[src/rtl/systolic_unary_matmul_array.sv]
// Systolic unary-binary matrix multiplier: C = A x B, rows of A skewed one epoch per stage.
// Optional `define UMM_BUSY_PORT_EN adds a busy output that is high while a job is running.
module systolic_unary_matmul_array #(
    parameter int SIZE  = 2,
    parameter int A_ROW = 2,
    parameter int A_COL = 3,
    parameter int B_ROW = 3,
    parameter int B_COL = 2
) (
    input  logic                                             clk,
    input  logic                                             reset_n,
    input  logic                                             input_valid,
    input  logic [A_ROW-1:0][A_COL-1:0][SIZE-1:0]            A,
    input  logic [B_ROW-1:0][B_COL-1:0][SIZE-1:0]            B,
    output logic                                             output_ready,
`ifdef UMM_BUSY_PORT_EN
    output logic                                             busy,
`endif
    output logic [A_ROW-1:0][B_COL-1:0][2*SIZE+A_COL-1:0]    C
);

    localparam int M    = 2**SIZE - 1;
    localparam int E    = A_ROW + A_COL - 1;
    localparam int AW   = 2*SIZE;
    localparam int CW   = 2*SIZE + A_COL;
    localparam int EP_W = $clog2(E + 1);
    localparam logic [SIZE-1:0] CYC_LAST = SIZE'(M - 1);
    localparam logic [EP_W-1:0] EP_LAST  = EP_W'(E - 1);

    generate
        if (B_ROW != A_COL) begin : g_dim_check
            $error("B_ROW (%0d) must equal A_COL (%0d)", B_ROW, A_COL);
        end
    endgenerate

    typedef enum logic [1:0] {IDLE, RUN, DONE} state_t;

    state_t                                         state_q, state_d;
    logic [SIZE-1:0]                                cyc_q, cyc_d;
    logic [EP_W-1:0]                                epoch_q, epoch_d;
    logic [A_ROW-1:0][A_COL-1:0][SIZE-1:0]          a_q, a_d;
    logic [B_ROW-1:0][B_COL-1:0][SIZE-1:0]          b_q, b_d;
    logic [A_ROW-1:0][B_COL-1:0][CW-1:0]            c_q, c_d;
    logic                                           ready_q, ready_d;
    logic [AW-1:0]                                  acc_q [1:A_COL][0:B_COL-1];
    logic [AW-1:0]                                  acc_d [1:A_COL][0:B_COL-1];
    logic [CW-1:0]                                  intermediate_data_cur [0:A_COL][0:B_COL-1];
    logic [CW-1:0]                                  intermediate_data_d   [0:A_COL][0:B_COL-1];

    // Thermometer code: value a is 1 during the first a cycles of the epoch.
    function automatic logic ustream(input logic [SIZE-1:0] a, input logic [SIZE-1:0] cyc);
        return cyc < a;
    endfunction

    always_comb begin
        logic [AW-1:0] sum;
        sum                 = '0;
        state_d             = state_q;
        cyc_d               = cyc_q;
        epoch_d             = epoch_q;
        a_d                 = a_q;
        b_d                 = b_q;
        c_d                 = c_q;
        ready_d             = ready_q;
        acc_d               = acc_q;
        intermediate_data_d = intermediate_data_cur;
        for (int j = 0; j < B_COL; j++) begin
            intermediate_data_d[0][j] = '0;
        end

        case (state_q)
            IDLE, DONE: begin
                if (input_valid) begin
                    a_d     = A;
                    b_d     = B;
                    c_d     = '0;
                    ready_d = 1'b0;
                    cyc_d   = '0;
                    epoch_d = '0;
                    for (int k = 1; k <= A_COL; k++) begin
                        for (int j = 0; j < B_COL; j++) begin
                            acc_d[k][j] = '0;
                        end
                    end
                    state_d = RUN;
                end
            end
            RUN: begin
                // Stage k works on row r exactly when the epoch equals r + k - 1.
                for (int k = 1; k <= A_COL; k++) begin
                    for (int r = 0; r < A_ROW; r++) begin
                        if (epoch_q == EP_W'(r + k - 1)) begin
                            for (int j = 0; j < B_COL; j++) begin
                                sum = acc_q[k][j] +
                                      (ustream(a_q[r][k-1], cyc_q) ? AW'(b_q[k-1][j]) : '0);
                                if (cyc_q == CYC_LAST) begin
                                    intermediate_data_d[k][j] =
                                        intermediate_data_cur[k-1][j] + CW'(sum);
                                    acc_d[k][j] = '0;
                                    if (k == A_COL) begin
                                        c_d[r][j] = intermediate_data_d[k][j];
                                    end
                                end else begin
                                    acc_d[k][j] = sum;
                                end
                            end
                        end
                    end
                end
                if (cyc_q == CYC_LAST) begin
                    cyc_d = '0;
                    if (epoch_q == EP_LAST) begin
                        state_d = DONE;
                        ready_d = 1'b1;
                    end else begin
                        epoch_d = epoch_q + 1'b1;
                    end
                end else begin
                    cyc_d = cyc_q + 1'b1;
                end
            end
            default: state_d = IDLE;
        endcase
    end

    always_ff @(posedge clk or negedge reset_n) begin
        if (!reset_n) begin
            state_q <= IDLE;
            cyc_q   <= '0;
            epoch_q <= '0;
            a_q     <= '0;
            b_q     <= '0;
            c_q     <= '0;
            ready_q <= 1'b0;
            for (int k = 1; k <= A_COL; k++) begin
                for (int j = 0; j < B_COL; j++) begin
                    acc_q[k][j] <= '0;
                end
            end
            for (int k = 0; k <= A_COL; k++) begin
                for (int j = 0; j < B_COL; j++) begin
                    intermediate_data_cur[k][j] <= '0;
                end
            end
        end else begin
            state_q               <= state_d;
            cyc_q                 <= cyc_d;
            epoch_q               <= epoch_d;
            a_q                   <= a_d;
            b_q                   <= b_d;
            c_q                   <= c_d;
            ready_q               <= ready_d;
            acc_q                 <= acc_d;
            intermediate_data_cur <= intermediate_data_d;
        end
    end

    assign output_ready = ready_q;
    assign C            = c_q;
`ifdef UMM_BUSY_PORT_EN
    assign busy         = (state_q == RUN);
`endif

endmodule

[config.mk]
export PLATFORM = sky130hd
export DESIGN_NAME = systolic_unary_matmul_array
export DESIGN_NICKNAME = d
export VERILOG_FILES = /design/src/rtl/systolic_unary_matmul_array.sv
export SDC_FILE = /design/constraint.sdc
export NUM_CORES = 1
export LEC_CHECK = 0
export BUFFER_PORTS_ARGS = -buffer_cell sky130_fd_sc_hd__buf_4
export CORE_MARGIN = 10
export CORE_UTILIZATION = 55
export CTS_CLUSTER_DIAMETER = 120
export DETAILED_ROUTE_END_ITERATION = 10
export GPL_TIMING_DRIVEN = 0
export HOLD_SLACK_MARGIN = 0.03
export PLACE_DENSITY = 0.77
export SLEW_MARGIN = 10
export SYNTH_ARGS = -nofsm -noshare
export SYNTH_HDL_FRONTEND = slang
export SYNTH_SLANG_ARGS = --single-unit
[constraint.sdc]
create_clock -name clk -period 6.9 [get_ports clk]
set_input_delay 1.38 -clock clk [delete_from_list [all_inputs] [get_ports clk]]
set_output_delay 1.38 -clock clk [all_outputs]
set_load 0.01 [all_outputs]
### After elaboration in Yosys (flattened, before gate mapping)

Cells that the tools add are included.

* add/sub/neg operators: 22
* $lt $le $gt $ge: 6
* eq/ne operators: 14
* mux-type cells: 67
* reductions and logical operators: 13

Operators with widths (count)
* $mux W14: 6
* $mux W7: 12
* $add A7 B4 Y7: 8
* $pmux W28 S2: 1
* $add A4 B2 Y4: 12
* $mux W4: 12
* $mux W8: 6
* $pmux W24 S2: 1
* $mux W2: 17
* $mux W28: 1
* $mux W24: 1
* $lt A2 B2 Y1: 6
* $reduce_and A3 Y1: 4
* $reduce_and A4 Y1: 3
* $ne A2 B2 Y1 const B: 5
* $mux W3: 3
* $ne A3 B3 Y1 const B: 3
* $pmux W2 S2: 2
* $eq A3 B2 Y1 const B: 2
* $pmux W3 S2: 1
* $eq A2 B2 Y1 const B: 2
* $reduce_and A2 Y1: 2
* $add A3 B1 Y3 const B: 1
* $eq A3 B1 Y1 const B: 1
* other kinds (8): 10

* register bits: 112
* input port bits: 27
* output and inout bits: 29
* logic and storage cells: 152

### Depth between registers and ports, before layout

Gate-level depths: netlist of the first run.

* word-level depth: 8
* depth in mapped cells: 14
* depth with buffers taken out: 14

### Worst setup path before layout of the first run

OpenSTA, ideal clock, no wires.

* path type: register -> register
* from: reg cyc_q[1]
* to: reg (tool-made name)
* library setup time: 0.126 ns
* arrival: 3.021 ns
* data required time: 6.774 ns
* setup slack: 3.753 ns
* stages on the path, launching flop included: 13
* buffers on the path: 0
* clock period less this slack: 3.147 ns
* cell sequence: dfrtp_1 > ha_1 > a21oi_1 > and2_1 > ha_1 > fa_1 > inv_1 > fa_1 > inv_1 > a211oi_1 > o311ai_0 > a21oi_2 > a221o_1

RTL lines
* start: declaration: RTL line 39 `logic [SIZE-1:0] cyc_q, cyc_d;`
* start signal: assignment: RTL line 147 `cyc_q <= cyc_d;`

==> summary.md, run 1 <==
| Metric | Value |
|---|---|
| Status | `complete, no violations` |
| Syn Area/Cell | `9.242 um2` |
| Seq/Total Area, Yosys | `36.94%` |
| Min cycle time layout | `3.599 ns` |
| Post-synth top cells | `nand2_1, dfrtp_1, o21ai_0` |
| Net Count, Synth | `938` |
| GP Congestion | `0.9100` |
| HP Start | `a_q[2]` |
| R2R cell count | `12` |
| Post-CTS sizing | `0` |
| Routed Antenna Nets | `0` |
| Num ports | `56` |
| Setup Fix Bufs, Post-CTS | `0` |
| Place WS | `3.304 ns` |
| # DRC | `0` |
| DRT Wirelength | `17,850 um` |
| Starting density of the core | `56.62%` |
| Post-DR vias/cell | `5.532` |
| Reg clk slew, reported paths | `0.07 ns` |
| Worst R2R Setup Slack | `3.30 ns` |
| Most common cell in the synthesized netlist | `nand2_1` |
| Layout Utilization | `63.63%` |
| Initial antenna violation count | `0` |
| Synth Flop Type | `dfrtp_1` |
| Largest net degree at the start of global routing | `85` |
| H-tree depth | `3` |
| Fin. max-slew vios | `0` |
| CTS tree | `yes` |
| WP data arrival | `3.85 ns` |
| CP Data Required Time | `7.15 ns` |
| Max_cap viols | `0` |
| Vias | `5,914` |
| Critical path class | `reg -> reg` |
| Tcrit/Tclk final | `52.16%` |
| Placed insts | `1,053` |
| Mapped cell area | `7587 um2` |
| Post-Synthesis Cells | `821` |
| Layout cell share with drive strength beyond 1 | `11.42%` |
| Hold Buf Count CTS | `0` |
| Synth Register Bits | `112` |
| Synth warnings | `0` |
| Grt total ovfl | `0` |
| RSZ-0062 raised after global routing | `no` |
| Global-route wire length before repair | `29,350 um` |
| Yosys top cell area share | `36.94%` |
| CP Max Fanout | `13` |
| Clk root buf | `clkbuf_16` |
| Cell Count, Final, Fillers Out | `1,069` |
| Leakage | `4.085 nW` |
| Setup TNS Final | `0 ns` |
| Vias in the first global route | `5,914` |
| Hold Fails Final Rpt | `0` |
| EDFF count, synth | `0` |
| DIE WIDTH | `137.5 um` |
| FF-to-FF Start | `cyc_q[1]` |
| Rel. slew slack | `42.38%` |
| Setup ws final | `3.301 ns` |
| Tot GR Track Use | `19.49%` |
| Peak VDD IR | `0.0001892 V` |
| Ranking of synthesized cells by area | `dfrtp_1, ha_1, nand2_1` |
| Clk Latency, worst-skew pair | `0.36 ns` |
| Clock Path Buffers | `2` |
| Core Region | `13,400 um2` |
| Netlist cell types | `57` |
| Worst setup EP type | `flip-flop` |
| DRT iter0 DRCs | `270` |
| Area growth, synth to finish | `12.38%` |
| Final #Nets | `1,005` |
| PortBufs | `55` |
| Largest area contributor in the synthesized netlist | `dfrtp_1` |
| CP Launch Type | `flip-flop` |
| # diodes | `0` |
| Height of the die | `137.5 um` |
| HP Class | `reg -> reg` |
| Hold Path Sink | `a_q[2]` |
| Num rows | `42` |
| Async SR Flop Fraction | `100.0%` |
| Hold Path Cell Cnt | `2` |
| Cell Pwr Density | `445.1 nW/um2` |
| CTS Buf Count | `9` |
| F_max | `277.9 MHz` |
| Pre-antenna DRT Iters | `4` |
| Full die area | `18,890 um2` |
| Tightest Pin Transition | `0.8564 ns` |
| Setup violators final | `0` |
| Num Clock Sinks | `112` |
| Clock Skew | `0.006974 ns` |
| Per-cell routed wire length | `16.69 um` |
| Post-detail-place hpwl | `13,970 um` |
[worst max path at each step]
stage | startpoint | to | cells after the start
2_1_floorplan | cyc_q[1] | flip-flop | 12
3_3_place_gp | cyc_q[1] | flip-flop | 12
3_5_place_dp | cyc_q[1] | flip-flop | 12
4_1_cts | cyc_q[1] | flip-flop | 12
5_1_grt | cyc_q[1] | flip-flop | 12
6_report | cyc_q[1] | flip-flop | 12
[layout make-up]
class | count | area [um2]
Fill cell | 1151 | 4873
Multi-Input combinational cell | 627 | 4436
Sequential cell | 112 | 2803
Timing Repair Buffer | 56 | 444.2
Clock buffer | 12 | 246.5
Tap cell | 176 | 220.2
Buffer | 37 | 180.2
Inverter | 45 | 168.9
Clock inverter | 4 | 28.78
[routing by layer]
layer,global-route usage [%],vias to the layer above,wire [um]
met5,0,-,0
met4,8.782,0,608
met3,3.569,37,787
met2,31.88,117,8628
met1,24.57,2841,7822
li1,-,2919,-
[cells by family after synthesis]
| family | synth area share, % |
|---|---|
| AOI/OAI and AO/OA | 15.01 |
| xor gates and xnor gates | 6.926 |
| adders and majority gates | 16.82 |
| buffers and inverters | 4.601 |
| DFF | 36.94 |
| muxes | 2.952 |
| and+or+nand+nor | 16.75 |
[cells in the final DEF, fill, tap and decap left out, drive strengths merged, types with 3 or more instances in the layout]
cell type / n
nand2: 137
dfrtp: 112
o21ai: 89
buf: 73
ha: 70
inv: 46
a21oi: 44
nand3: 34
clkbuf: 32
xnor2: 31
xor2: 29
and2: 25
nor2: 24
fa: 20
nor2b: 20
mux2i: 19
a21o: 13
nand2b: 12
a22oi: 8
o22ai: 7
o21bai: 4
nor3: 4
a221o: 4
mux2: 3
a31oi: 3
o31ai: 3
[critical path: stages, from the launching register on]
cell	delay, ns
dfrtp_1	0.57
ha_1	0.38
a21oi_1	0.12
and2_1	0.19
ha_1	0.20
fa_1	0.40
xor2_1	0.25
ha_1	0.29
nor2b_1	0.13
o21ai_0	0.20
nor2b_1	0.27
o22ai_1	0.13
a221o_2	0.34
[report_power, final]
group | internal [mW] | switching [mW] | leakage, nW | total, mW
combinational | 0.911 | 1.29 | 2.48 | 2.20
clock | 0.257 | 0.244 | 0.134 | 0.501
sequential | 0.888 | 0.203 | 1.47 | 1.09
[through the flow]
step | hold slack (ns) | power [mW] | cell area [um2]
floorplan | 0.4467 | 2.642 | 7587
CTS | 0.4800 | 3.820 | 8527
global placement | 0.4594 | 3.207 | 8220
finish | 0.4824 | 3.795 | 8527
detailed placement | 0.4631 | 3.303 | 8252
global route | 0.4994 | 4.167 | 8527
Power figures use the tool's default switching activity.
==> run 2, diff against run 1 <==
--- a/config.mk
+++ b/config.mk
@@ -12,7 +12,7 @@
 export DETAILED_ROUTE_END_ITERATION = 10
 export GPL_TIMING_DRIVEN = 0
 export HOLD_SLACK_MARGIN = 0.03
-export PLACE_DENSITY = 0.77
+export PLACE_DENSITY = 0.8
 export SLEW_MARGIN = 10
 export SYNTH_ARGS = -nofsm -noshare
 export SYNTH_HDL_FRONTEND = slang
==> constraint.sdc (replaced) <==
create_clock -name clk -period 3.3 [get_ports clk]
set_input_delay 0.66 -clock clk [delete_from_list [all_inputs] [get_ports clk]]
set_output_delay 0.66 -clock clk [all_outputs]
set_load 0.01 [all_outputs]
==> run 2 against run 1 <==
Utilization rose by 1.6 points. Critical path depth rose by 1. Global-route usage barely moved. Worst hold slack got worse by 0.28 ns. Highest routed layer unchanged. Largest cell class unchanged. Register-to-register slack got worse by 3.2 ns. Final area rose by 2.6%.
==> summary.md, run 2 (synthesis gave the netlist of run 1 again) <==
| Metric | Value |
|---|---|
| Num rows | `42` |
| Tcrit/Tclk final | `98.13%` |
| Final instance area | `8745 um2` |
| Clk root buf | `clkbuf_16` |
| HP Class | `in -> async` |
| Most frequent cells in the layout | `nand2_1, dfrtp_1, o21ai_0, ha_1, buf_4` |
| Switching Fraction | `45.98%` |
| Post-detail-place hpwl | `13,850 um` |
| Critical path class | `reg -> reg` |
| Post-DR vias/cell | `5.596` |
| Core Region | `13,400 um2` |
| Num ports | `56` |
| Final hold slack | `0.2005 ns` |
| Clk pwr share | `12.2%` |
| Full die area | `18,890 um2` |
| Net switching power | `3.839 mW` |
| Rel. slew slack | `36.15%` |
| Fillers | `1,124` |
| Layout cell share with drive strength beyond 1 | `16.96%` |
| DRT Wirelength | `18,370 um` |
| Min cycle time layout | `3.238 ns` |
| CTS Buf Count | `9` |
| Reg power frac | `27.1%` |
| FF/Latch Area | `2804 um2` |
| Setup violators final | `0` |
| Hold Fails Final Rpt | `0` |
| Status | `complete, no violations` |
| Peak VDD IR | `0.0004223 V` |
| PortBufs | `55` |
| Largest net degree at the start of global routing | `74` |
| CP Launch Type | `flip-flop` |
| CTS tree | `yes` |
| CP Max Fanout | `4` |
| Global-route wire length before repair | `29,440 um` |
| GP Congestion | `0.8753` |
| CP Data Required Time | `3.54 ns` |
| Commonest non-fill, non-tap cell in the layout | `nand2_1` |
| Area growth, synth to finish | `15.25%` |
| # DRC | `0` |
| WP data arrival | `3.48 ns` |
| Clock Skew | `0.01031 ns` |
| Max_cap viols | `0` |
| Starting density of the core | `56.62%` |
| Vias | `6,033` |
| Height of the die | `137.5 um` |
| Vias in the first global route | `5,982` |
| Clk Latency, worst-skew pair | `0.37 ns` |
| Initial antenna violation count | `0` |
| Leakage | `4.136 nW` |
| P_int | `4.511 mW` |
| Clock Path Buffers | `2` |
| R2R cell count | `13` |
| Cell Pwr Density | `954.8 nW/um2` |
| Comb pwr share | `60.7%` |
| Placed Area | `8252 um2` |
| Grt total ovfl | `0` |
| # diodes | `0` |
| Pre-antenna DRT Iters | `5` |
| Hold Buf Count CTS | `0` |
| Routed Antenna Nets | `0` |
| Per-cell routed wire length | `17.04 um` |
| H-tree depth | `3` |
| Tightest Pin Transition | `0.9490 ns` |
| F_max | `308.8 MHz` |
| Reg clk slew, reported paths | `0.07 ns` |
| Worst R2R Setup Slack | `0.06 ns` |
| FF-to-FF Start | `cyc_q[1]` |
| DRT iter0 DRCs | `426` |
| Final #Nets | `1,014` |
| Fin. max-slew vios | `0` |
| Num Clock Sinks | `112` |
| Layout Utilization | `65.26%` |
| DIE WIDTH | `137.5 um` |
| RSZ-0062 raised after global routing | `yes` |
| Multi-input gate area | `4588 um2` |
| Tot GR Track Use | `19.53%` |
| Worst setup EP type | `flip-flop` |
## run 2: changes by cell type in the layout (fill, tap and decap cells not counted), moves of 5 or more
cell     delta
fa_1       -12
buf_4       +9
nor2b_1     -5
fa_2       +12
o21ai_0    -11
o21ai_1     +7
a21oi_2    +11
a21oi_1    -12
## run 2: repair_timing
action,4_1_cts,5_1_grt
setup buffers,3,6
setup endpoints to repair,17,18
resized for setup,11,47
pin swaps,1,20
## run 2: power groups by stage
stage	clock network (mW)	logic [mW]	registers [mW]
final	1.02	5.07	2.27
after global routing	1.09	5.65	2.33
after CTS	1.03	4.74	2.26
after detailed placement	0	4.61	2.29
after global placement	0	4.43	2.27
after floorplan	0	3.30	2.23
## run 2: how the worst max path moves through the flow
stage               startpoint        end  cells past startpoint
floorplan             cyc_q[1]  flip-flop                     12
global placement      cyc_q[1]  flip-flop                     12
detailed placement    cyc_q[1]  flip-flop                     12
CTS                   cyc_q[1]      C[13]                     13
global route          cyc_q[1]  flip-flop                     13
finish                cyc_q[1]  flip-flop                     13
## run 2: cell type report
| class | instances | share of cell area [%] |
|---|---|---|
| multi-input cells | 627 | 52.47 |
| plain buffers | 37 | 2.089 |
| clock inverters | 6 | 0.4149 |
| flip-flops and latches | 112 | 32.06 |
| repair buffers | 65 | 5.895 |
| well taps | 176 | 2.518 |
| clock buffers | 10 | 2.618 |
| inverters | 45 | 1.932 |
## run 2: routing by layer
metal / vias to the layer above / track usage [%] / share of wire (%)
met5: - / 0 / 0
met4: 0 / 6.030 / 1.6
met3: 21 / 3.678 / 4.5
met2: 141 / 32.65 / 49
met1: 2934 / 25.03 / 45
li1: 2937 / - / -
## run 2: critical path, cell delays in order (launching register included)
cell	delay, ns
dfrtp_2	0.46
ha_1	0.34
a21oi_4	0.09
and2_1	0.16
ha_1	0.20
fa_2	0.54
inv_1	0.07
fa_2	0.36
nor2b_2	0.14
o21ai_2	0.10
buf_4	0.15
o211ai_4	0.15
a21oi_2	0.07
a221o_1	0.27
## run 2: metrics by stage
| step | worst slack [ns] | setup TNS, ns | total power [mW] | cells |
|---|---|---|---|---|
| finish | 0.06180 | 0 | 8.350 | 1078 |
| global route | -0.04664 | -0.1644 | 9.066 | 1078 |
| CTS | 0.01531 | 0 | 8.037 | 1072 |
| detailed placement | -0.3287 | -1.762 | 6.907 | 1053 |
| global placement | -0.3179 | -1.224 | 6.699 | 1052 |
| floorplan | 0.1533 | 0 | 5.524 | 821 |
